[config.mk]
export PLATFORM = sky130hd
export DESIGN_NAME = mem_loader_flat
export DESIGN_NICKNAME = d
export VERILOG_FILES = /design/src/rtl/mem_loader_pkg.sv /design/src/rtl/mem_loader_if.sv /design/src/rtl/mem_loader.sv /design/src/flat_wrapper.sv
export SDC_FILE = /design/constraint.sdc
export NUM_CORES = 1
export LEC_CHECK = 0
export ABC_AREA = 0
export CORE_ASPECT_RATIO = 1.75
export CORE_MARGIN = 4
export CORE_UTILIZATION = 53
export DETAILED_ROUTE_END_ITERATION = 8
export PLACE_DENSITY = 0.79
export SLEW_MARGIN = 20
export SYNTH_ARGS = -nofsm -noshare
export SYNTH_HDL_FRONTEND = slang
export SYNTH_SLANG_ARGS = --single-unit
[constraint.sdc]
create_clock -name clk -period 2.8 [get_ports clk]
set_input_delay 0.56 -clock clk [delete_from_list [all_inputs] [get_ports clk]]
set_output_delay 0.56 -clock clk [all_outputs]
set_load 0.01 [all_outputs]
[src/rtl/mem_loader_pkg.sv]
// Shared types and constants for the program-memory loader.
package mem_loader_pkg;

  localparam int unsigned MEM_A     = 6;
  localparam int unsigned MEM_W     = 8;
  localparam int unsigned MEM_DEPTH = 64;

  typedef enum logic [1:0] {
    IDLE,
    LOAD,
    VERIFY,
    DONE
  } loader_state_t;

endpackage

[src/rtl/mem_loader_if.sv]
// Byte-stream handshake plus single-port memory bus seen by the loader.
interface mem_loader_if
  import mem_loader_pkg::*;
#(
  parameter int unsigned A = MEM_A,
  parameter int unsigned W = MEM_W
);

  logic         in_valid;
  logic [W-1:0] in_data;
  logic         in_ready;
  logic         mem_we;
  logic [A-1:0] mem_addr;
  logic [W-1:0] mem_wdata;
  logic [W-1:0] mem_rdata;

  modport master (
    input  in_valid, in_data, mem_rdata,
    output in_ready, mem_we, mem_addr, mem_wdata
  );

  modport slave (
    output in_valid, in_data, mem_rdata,
    input  in_ready, mem_we, mem_addr, mem_wdata
  );

endinterface

[src/rtl/mem_loader.sv]
// Streams bytes into program memory from address 0, reads them back and
// compares modular checksums, flagging error on mismatch.
module mem_loader
  import mem_loader_pkg::*;
#(
  parameter int unsigned A = MEM_A,
  parameter int unsigned W = MEM_W
) (
  input  logic             clk,
  input  logic             rst_n,
  input  logic             start,
  input  logic [A:0]       word_count,
  mem_loader_if.master     bus,
  output logic             busy,
  output logic             done,
  output logic             error,
  output logic [W-1:0]     checksum
);

  localparam logic [A:0] DEPTH   = {1'b1, {A{1'b0}}};
  localparam logic [A:0] CNT_ONE = (A+1)'(1);

  loader_state_t state_q, state_d;

  logic [A-1:0] addr_q;
  logic [A:0]   rem_q;
  logic [A:0]   n_q;
  logic [W-1:0] wsum_q;
  logic [W-1:0] rsum_q;
  logic         error_q;
  logic [W-1:0] cksum_q;

  logic [A:0] n_clamped;
  logic       fire;

  assign n_clamped = (word_count > DEPTH) ? DEPTH : word_count;
  assign fire      = (state_q == LOAD) && bus.in_valid;

  always_ff @(posedge clk or negedge rst_n) begin
    if (!rst_n) state_q <= IDLE;
    else        state_q <= state_d;
  end

  always_comb begin
    state_d = state_q;
    unique case (state_q)
      IDLE:    if (start) state_d = (n_clamped == '0) ? DONE : LOAD;
      LOAD:    if (fire && rem_q == CNT_ONE) state_d = VERIFY;
      VERIFY:  if (rem_q == CNT_ONE) state_d = DONE;
      DONE:    state_d = IDLE;
    endcase
  end

  always_comb begin
    bus.in_ready = 1'b0;
    bus.mem_we   = 1'b0;
    busy         = 1'b1;
    done         = 1'b0;
    unique case (state_q)
      IDLE:   busy = 1'b0;
      LOAD: begin
        bus.in_ready = 1'b1;
        bus.mem_we   = bus.in_valid;
      end
      VERIFY: ;
      DONE:   done = 1'b1;
    endcase
  end

  assign bus.mem_addr  = addr_q;
  assign bus.mem_wdata = bus.in_data;
  assign error         = error_q;
  assign checksum      = cksum_q;

  // rem_q is reloaded with n on the last write so VERIFY reuses it as its cycle count
  always_ff @(posedge clk or negedge rst_n) begin
    if (!rst_n) begin
      addr_q  <= '0;
      rem_q   <= '0;
      n_q     <= '0;
      wsum_q  <= '0;
      rsum_q  <= '0;
      error_q <= 1'b0;
      cksum_q <= '0;
    end else begin
      unique case (state_q)
        IDLE: begin
          if (start) begin
            n_q     <= n_clamped;
            rem_q   <= n_clamped;
            addr_q  <= '0;
            wsum_q  <= '0;
            rsum_q  <= '0;
            error_q <= 1'b0;
          end
        end
        LOAD: begin
          if (fire) begin
            wsum_q <= wsum_q + bus.in_data;
            if (rem_q == CNT_ONE) begin
              addr_q <= '0;
              rem_q  <= n_q;
            end else begin
              addr_q <= addr_q + 1'b1;
              rem_q  <= rem_q - CNT_ONE;
            end
          end
        end
        VERIFY: begin
          rsum_q <= rsum_q + bus.mem_rdata;
          addr_q <= addr_q + 1'b1;
          rem_q  <= rem_q - CNT_ONE;
        end
        DONE: begin
          error_q <= (wsum_q != rsum_q);
          cksum_q <= wsum_q;
        end
      endcase
    end
  end

endmodule

[src/flat_wrapper.sv]
// flat-port wrapper written by rule: the top's interface ports become plain ports
module mem_loader_flat import mem_loader_pkg::*;
#(
  parameter int unsigned A = MEM_A,
  parameter int unsigned W = MEM_W
)
  (clk, rst_n, start, word_count, busy, done, error, checksum, bus_in_valid, bus_in_data, bus_mem_rdata, bus_in_ready, bus_mem_we, bus_mem_addr, bus_mem_wdata);
  mem_loader_if #(.A(A), .W(W)) bus_i ();
  input  logic clk;
  input  logic rst_n;
  input  logic start;
  input  logic [A:0] word_count;
  output logic busy;
  output logic done;
  output logic error;
  output logic [W-1:0] checksum;
  input wire logic [$bits(bus_i.in_valid)-1:0] bus_in_valid;
  input wire logic [$bits(bus_i.in_data)-1:0] bus_in_data;
  input wire logic [$bits(bus_i.mem_rdata)-1:0] bus_mem_rdata;
  output wire logic [$bits(bus_i.in_ready)-1:0] bus_in_ready;
  output wire logic [$bits(bus_i.mem_we)-1:0] bus_mem_we;
  output wire logic [$bits(bus_i.mem_addr)-1:0] bus_mem_addr;
  output wire logic [$bits(bus_i.mem_wdata)-1:0] bus_mem_wdata;
  assign bus_i.in_valid = bus_in_valid;
  assign bus_i.in_data = bus_in_data;
  assign bus_i.mem_rdata = bus_mem_rdata;
  assign bus_in_ready = bus_i.in_ready;
  assign bus_mem_we = bus_i.mem_we;
  assign bus_mem_addr = bus_i.mem_addr;
  assign bus_mem_wdata = bus_i.mem_wdata;
  mem_loader #(.A(A), .W(W)) u_core (.clk(clk), .rst_n(rst_n), .start(start), .word_count(word_count), .bus(bus_i), .busy(busy), .done(done), .error(error), .checksum(checksum));
endmodule
# Word-level counts from Yosys, hierarchy flattened
# Cells that the tools add are included.
# totals
register_bits,47
word_cells,60
inputBits,27
out_inout_bits,27
# op_classes
n_eq_ne,9
n_lt_le_gt_ge,1
n_reduce_logical,14
add_sub_neg,4
muxes,24
# ops
op,count
8-bit one-hot mux with 2 select lines,2
7-bit 2-to-1 mux,4
7-bit one-hot mux with 3 select lines,1
6-bit 2-to-1 mux,3
6-bit one-hot mux with 3 select lines,1
8-bit adder,2
8-bit 2-to-1 mux,2
3-bit AND reduction,3
2-bit 2-to-1 mux,4
8-bit inequality test,1
2-bit one-hot mux with 4 select lines,1
"7-bit by 1-bit == test with 1-bit output, second input constant",1
"7-bit greater-than comparator, second input constant",1
7-bit logical NOT,1
"7-bit by 1-bit subtractor with 7-bit output, second input constant",1
"6-bit by 1-bit adder with 6-bit output, second input constant",1
2-bit AND reduction,3
2-bit nonzero test,3
1-bit 2-to-1 mux,5
"2-bit == test, second input constant",2
"2-bit by 1-bit inequality test with 1-bit output, second input constant",2
"2-bit inequality test, second input constant",2
3-bit nonzero test,1
"2-bit by 1-bit == test with 1-bit output, second input constant",1
3 further kinds,4

# Logic depth before layout (Yosys ltp)
# depth
depth_word,6
depth_mapped,9
depth_no_buf,7

# Least setup slack after synthesis
# Ideal clock, no wire load.
# synth_path
path_kind,register -> register
from,reg u_core.state_q[0]
to,"reg u_core.addr_q[4], in the netlist u_core.bus.mem_addr[4]"
arrival_time_ps,1857
stages_incl_launch_ff,8
t_required_ps,2672
setup_time_ps,128
path_buffers,1
period_less_slack_ps,1985
slack_ps,815
cell_sequence,dfrtp_1 -> inv_1 -> ha_1 -> buf_2 -> or4b_1 -> o221ai_2 -> or2_1 -> o31ai_1
# synth_via
elab_chain_cells,4
word_cells_on_any_way,9
classes_between,4 x eq/ne; 1 x mux; 4 x reduce/logical
# synth_rtl
item,line,rtl
start: declaration,mem_loader.sv:23,"loader_state_t state_q, state_d;"
start signal: assignment,mem_loader.sv:41,else state_q <= state_d;
2-bit by 1-bit == test with 1-bit output,"mem_loader.sv:37, mem_loader.sv:86",
1-bit logical AND,mem_loader.sv:37,assign fire = (state_q == LOAD) && bus.in_valid;
2-bit by 1-bit inequality test with 1-bit output (no source line),--,
3-bit AND reduction (no source line),--,
end signal: assignment,mem_loader.sv:104,addr_q <= addr_q + 1'b1;
end signal: assignment,mem_loader.sv:111,addr_q <= addr_q + 1'b1;
end: declaration,mem_loader.sv:25,logic [A-1:0] addr_q;
# Parallel ways exist; a longest one is shown, timed or not.
# A chain may end at the register's enable or synchronous reset.

# Final worst setup path
# layout_path
from,reg u_core.state_q[1]
to,out bus_mem_we
# layout_via
elab_chain_cells,2
# layout_rtl
item,line,rtl
2-bit by 1-bit == test with 1-bit output,mem_loader.sv:59,unique case (state_q)
1-bit 2-to-1 mux,mem_loader.sv:59,
end: declaration,flat_wrapper.sv:21,output wire logic [$bits(bus_i.mem_we)-1:0] bus_mem_we;
# No other way between the ends.

==> results.rst <==
.. list-table::
   :header-rows: 1

   * - Metric
     - Value
   * - Count of yosys warnings during synthesis
     - 0
   * - Die X-Extent
     - 65.80 um
   * - Post-synthesis cell type count
     - between 50 and 60
   * - Number of slew-limit violations in the final report
     - 0
   * - CP Capture Type
     - primary output
   * - Overflow left after global routing
     - 0
   * - Leakage component of the power
     - 1.655 nW
   * - Max Root-Sink Buffers
     - 2
   * - Port-buffer cells
     - 53
   * - Worst Path Class, Setup
     - reg -> out
   * - Master cell of the clock root buffer
     - clkbuf_8
   * - Post-synthesis to final-layout area growth
     - 20.56%
   * - Design Area, Final
     - 3735 um^2
   * - DRC violation count after routing
     - 0
   * - CTS tree
     - done
   * - Most used flip-flop cell after synthesis
     - dfrtp_1
   * - # clock sinks
     - 47
   * - Post-synthesis cell type with the largest combined area
     - dfrtp_1
   * - Post-layout net count
     - 429
   * - Maximum clock rate
     - 0.3911 GHz
   * - Initial core utilization
     - between 50% and 60%
   * - Total CTS buffers
     - 5
   * - Placed inst area
     - about 3600 um^2
   * - Deepest level of the CTS H-tree
     - 2
   * - Total Routing Usage GR
     - 22.29%
   * - Share of synthesized registers carrying an async set or reset
     - 100.0%
   * - Worst-skew pair later-pin latency
     - approximately 0.30 ns
   * - Clock share of power
     - 9.7%
   * - Pin slew with the least headroom to its limit
     - approximately 0.7 ns
   * - Period utilisation layout
     - 91.32%
   * - R2r setup slk
     - 0.59 ns
   * - Post-layout min period
     - 2.557 ns
   * - Number of antenna violations at the first check in global routing
     - 0
   * - Switching power total
     - 1.831 mW
   * - Number of setup violations in the final report
     - 0
   * - Type of the tightest min-delay check
     - in -> async
   * - Wire length on met3
     - 288 um
   * - Internal Dissipation
     - 2.253 mW
   * - DP Wirelength
     - 5.879 mm
   * - Maximum VDD drop
     - roughly 0.63 mV
   * - Outcome
     - completed
   * - Share of cells above drive strength 1
     - 7.895%
   * - Power per cell area
     - about 1100 nW/um^2
   * - Met1 WL
     - around 2.8 mm
   * - Critical path data arrival time
     - 2.00 ns
   * - First-pass GRT wire length
     - 12.36 mm
   * - Switching power as a share of total power
     - 44.83%
   * - Rows
     - 36
   * - Amount of wire on met2 after detailed routing
     - between 4 and 5 mm
   * - Setup repair after global routing missed its margin
     - false
   * - Worst setup skew after layout
     - 0.005670 ns
   * - Final weighted congestion in routability-driven placement
     - 0.8633
   * - Post-synthesis cell area
     - 3098 um^2
   * - Number of enable flip-flop cells after synthesis
     - 0
   * - Number of nets with antenna violations after detailed routing
     - 0
   * - Largest net degree at the start of global routing
     - 36
   * - Element type at the critical path start
     - flip-flop
   * - Number of synthesized register bits
     - 47
   * - Remaining max-slew budget at the tightest pin
     - 53.25%
   * - First-iteration detailed-routing DRC count
     - ~140
   * - Number of setup buffers added after CTS
     - 0
   * - Post-CTS sizing
     - 0
   * - Number of ports placed on the die boundary
     - 54
   * - Required time of the worst setup path
     - 2.24 ns
   * - DIE AREA
     - 7181 um^2
   * - Vias
     - 2663
   * - Via count of the first global-routing pass
     - 2745
   * - Fraction of post-synthesis cell area in the top cell type by area
     - 37.96%
   * - Top routing layer in use
     - met4
   * - CTS clk-pin slew, worst paths
     - about 0.090 ns
   * - Maximum fanout along the worst path
     - 9
   * - Die Height
     - 109.1 um
   * - DRT Pass-1 Iters
     - 4
   * - Share of power burned in registers
     - about 31%
   * - Number of nets in the synthesized netlist
     - 383
   * - # diodes
     - 0
   * - Core area
     - about 5600 um^2
   * - Routed wire length
     - about 7.4 mm
   * - Count of hold buffers inserted by post-cts repair
     - 0
   * - Number of instances in the synthesized netlist
     - around 330
   * - Total negative slack
     - 0 ns
   * - Average cell area after synthesis
     - 9.303 um^2
   * - Share of the yosys chip area belonging to registers
     - 37.96%
   * - Leading cell types by total area after synthesis
     - dfrtp_1, ha_1, nand2_1
   * - Portion of total power attributed to combinational logic
     - around three fifths
   * - WL per Instance
     - 16.29 um
   * - # Max-Cap Violations
     - 0
   * - Final Hold Fails
     - 0
   * - Via density per instance
     - between 5 and 6
==> cell usage after synthesis, types with 3 or more instances <==
cell and instances:
a22o_1 6, o31ai_1 4, a21o_1 7, a211oi_1 3, inv_1 11, clkbuf_1 7, nand3_1 8, mux2_2 8
o21ai_0 19, a32o_1 3, nor2_1 11, buf_4 8, nor3_1 5, nand2b_1 5, a2bb2oi_1 3, nand2_1 43
o211ai_1 5, a21oi_1 21, xor2_1 10, buf_2 4, o21ai_1 15, xnor2_1 8, a311oi_1 3, nor4_1 4
nor3b_1 3, ha_1 21, dfrtp_1 47, mux2i_1 3, nor2b_1 3
==> power groups by stage <==
stage	Combinational (mW)	Clock (mW)	Sequential, mW
2_1_floorplan	1.74	0	1.20
3_3_place_gp	2.36	0	1.26
3_5_place_dp	2.43	0	1.27
4_1_cts	2.44	0.408	1.26
5_1_grt	2.73	0.439	1.30
6_report	2.43	0.398	1.26
==> metrics by stage <==
stage / instances / power [mW] / utilization (%) / hold WS [ns] / worst slack [ns]
6_report: 456 / 4.084 / 66.33 / 0.1293 / 0.2430
5_1_grt: 456 / 4.465 / 66.33 / 0.1431 / 0.1465
4_1_cts: 456 / 4.102 / 66.33 / 0.1393 / 0.2480
3_5_place_dp: 448 / 3.697 / 64.82 / 0.4639 / 0.2694
3_3_place_gp: 448 / 3.618 / 64.82 / 0.4585 / 0.3425
2_1_floorplan: 333 / 2.941 / - / 0.2644 / 0.8154
==> cell families after synthesis <==
kind of cell / synth area share [%]
buffers and inverters: 5.372
AO/OA/AOI/OAI: 21.57
adder cells (fa/ha/maj): 9.774
multiplexers: 3.877
AND/OR/NAND/NOR: 16.36
XOR/XNOR: 5.089
flip-flops: 37.96
==> layout by cell type, fill, tap and decap left out, types with 4 or more instances in the layout <==
master and instances:
nand2b_1 5, mux2_2 8, o21ai_1 15, nor4_1 4, o21ai_0 19, nor3_1 5
ha_1 21, a21oi_1 21, clkbuf_8 5, xor2_1 10, dfrtp_1 47, a21o_1 7
nand2_1 43, a22o_1 6, xnor2_1 8, buf_4 7, o211ai_1 5, nor2_1 11
nand3_1 8, inv_1 11, o31ai_1 4, clkdlybuf4s50_1 52
==> worst paths after layout <==
path                                          endpoint                   start  cells past startpoint
worst max register to register  u_core.bus.mem_addr[4]       u_core.state_q[0]                      7
worst min register to register  u_core.bus.mem_addr[5]  u_core.bus.mem_addr[5]                      1
worst max-delay path                        bus_mem_we       u_core.state_q[1]                      4
max in group asynchronous              u_core.rem_q[5]                   rst_n                      2
min in group clk                u_core.bus.mem_addr[5]  u_core.bus.mem_addr[5]                      1
worst min-delay path                  u_core.rsum_q[4]                   rst_n                      1
==> sequential cells by signal, summed over array words and instances, names as in the netlist <==
name / count
u_core.bus.mem_addr: 6
u_core.checksum: 8
u_core.error: 1
u_core.n_q: 7
u_core.rem_q: 7
u_core.rsum_q: 8
u_core.state_q: 2
u_core.wsum_q: 8
==> per-layer routing <==
layer	vias up	GRT usage, %
met1	1260	23.86
li1	1297	-
met3	25	3.814
met2	81	40.99
met5	-	0
met4	0	10.98
==> layout make-up <==
type | count | area, um^2
repair buffers | 60 | 578.1
clock buffers | 6 | 72.57
multi-input cells | 253 | 1755
clock inverters | 2 | 12.51
inverters | 12 | 45.04
well taps | 76 | 95.09
flip-flops and latches | 47 | 1176
fillers | 480 | 1896
==> critical path, cell delays in order (launching register included) <==
cell,delay (ns)
dfrtp_1,0.42
inv_1,0.09
ha_1,0.41
and2_1,0.23
clkdlybuf4s50_1,0.55
Power figures use the tool's default switching activity.
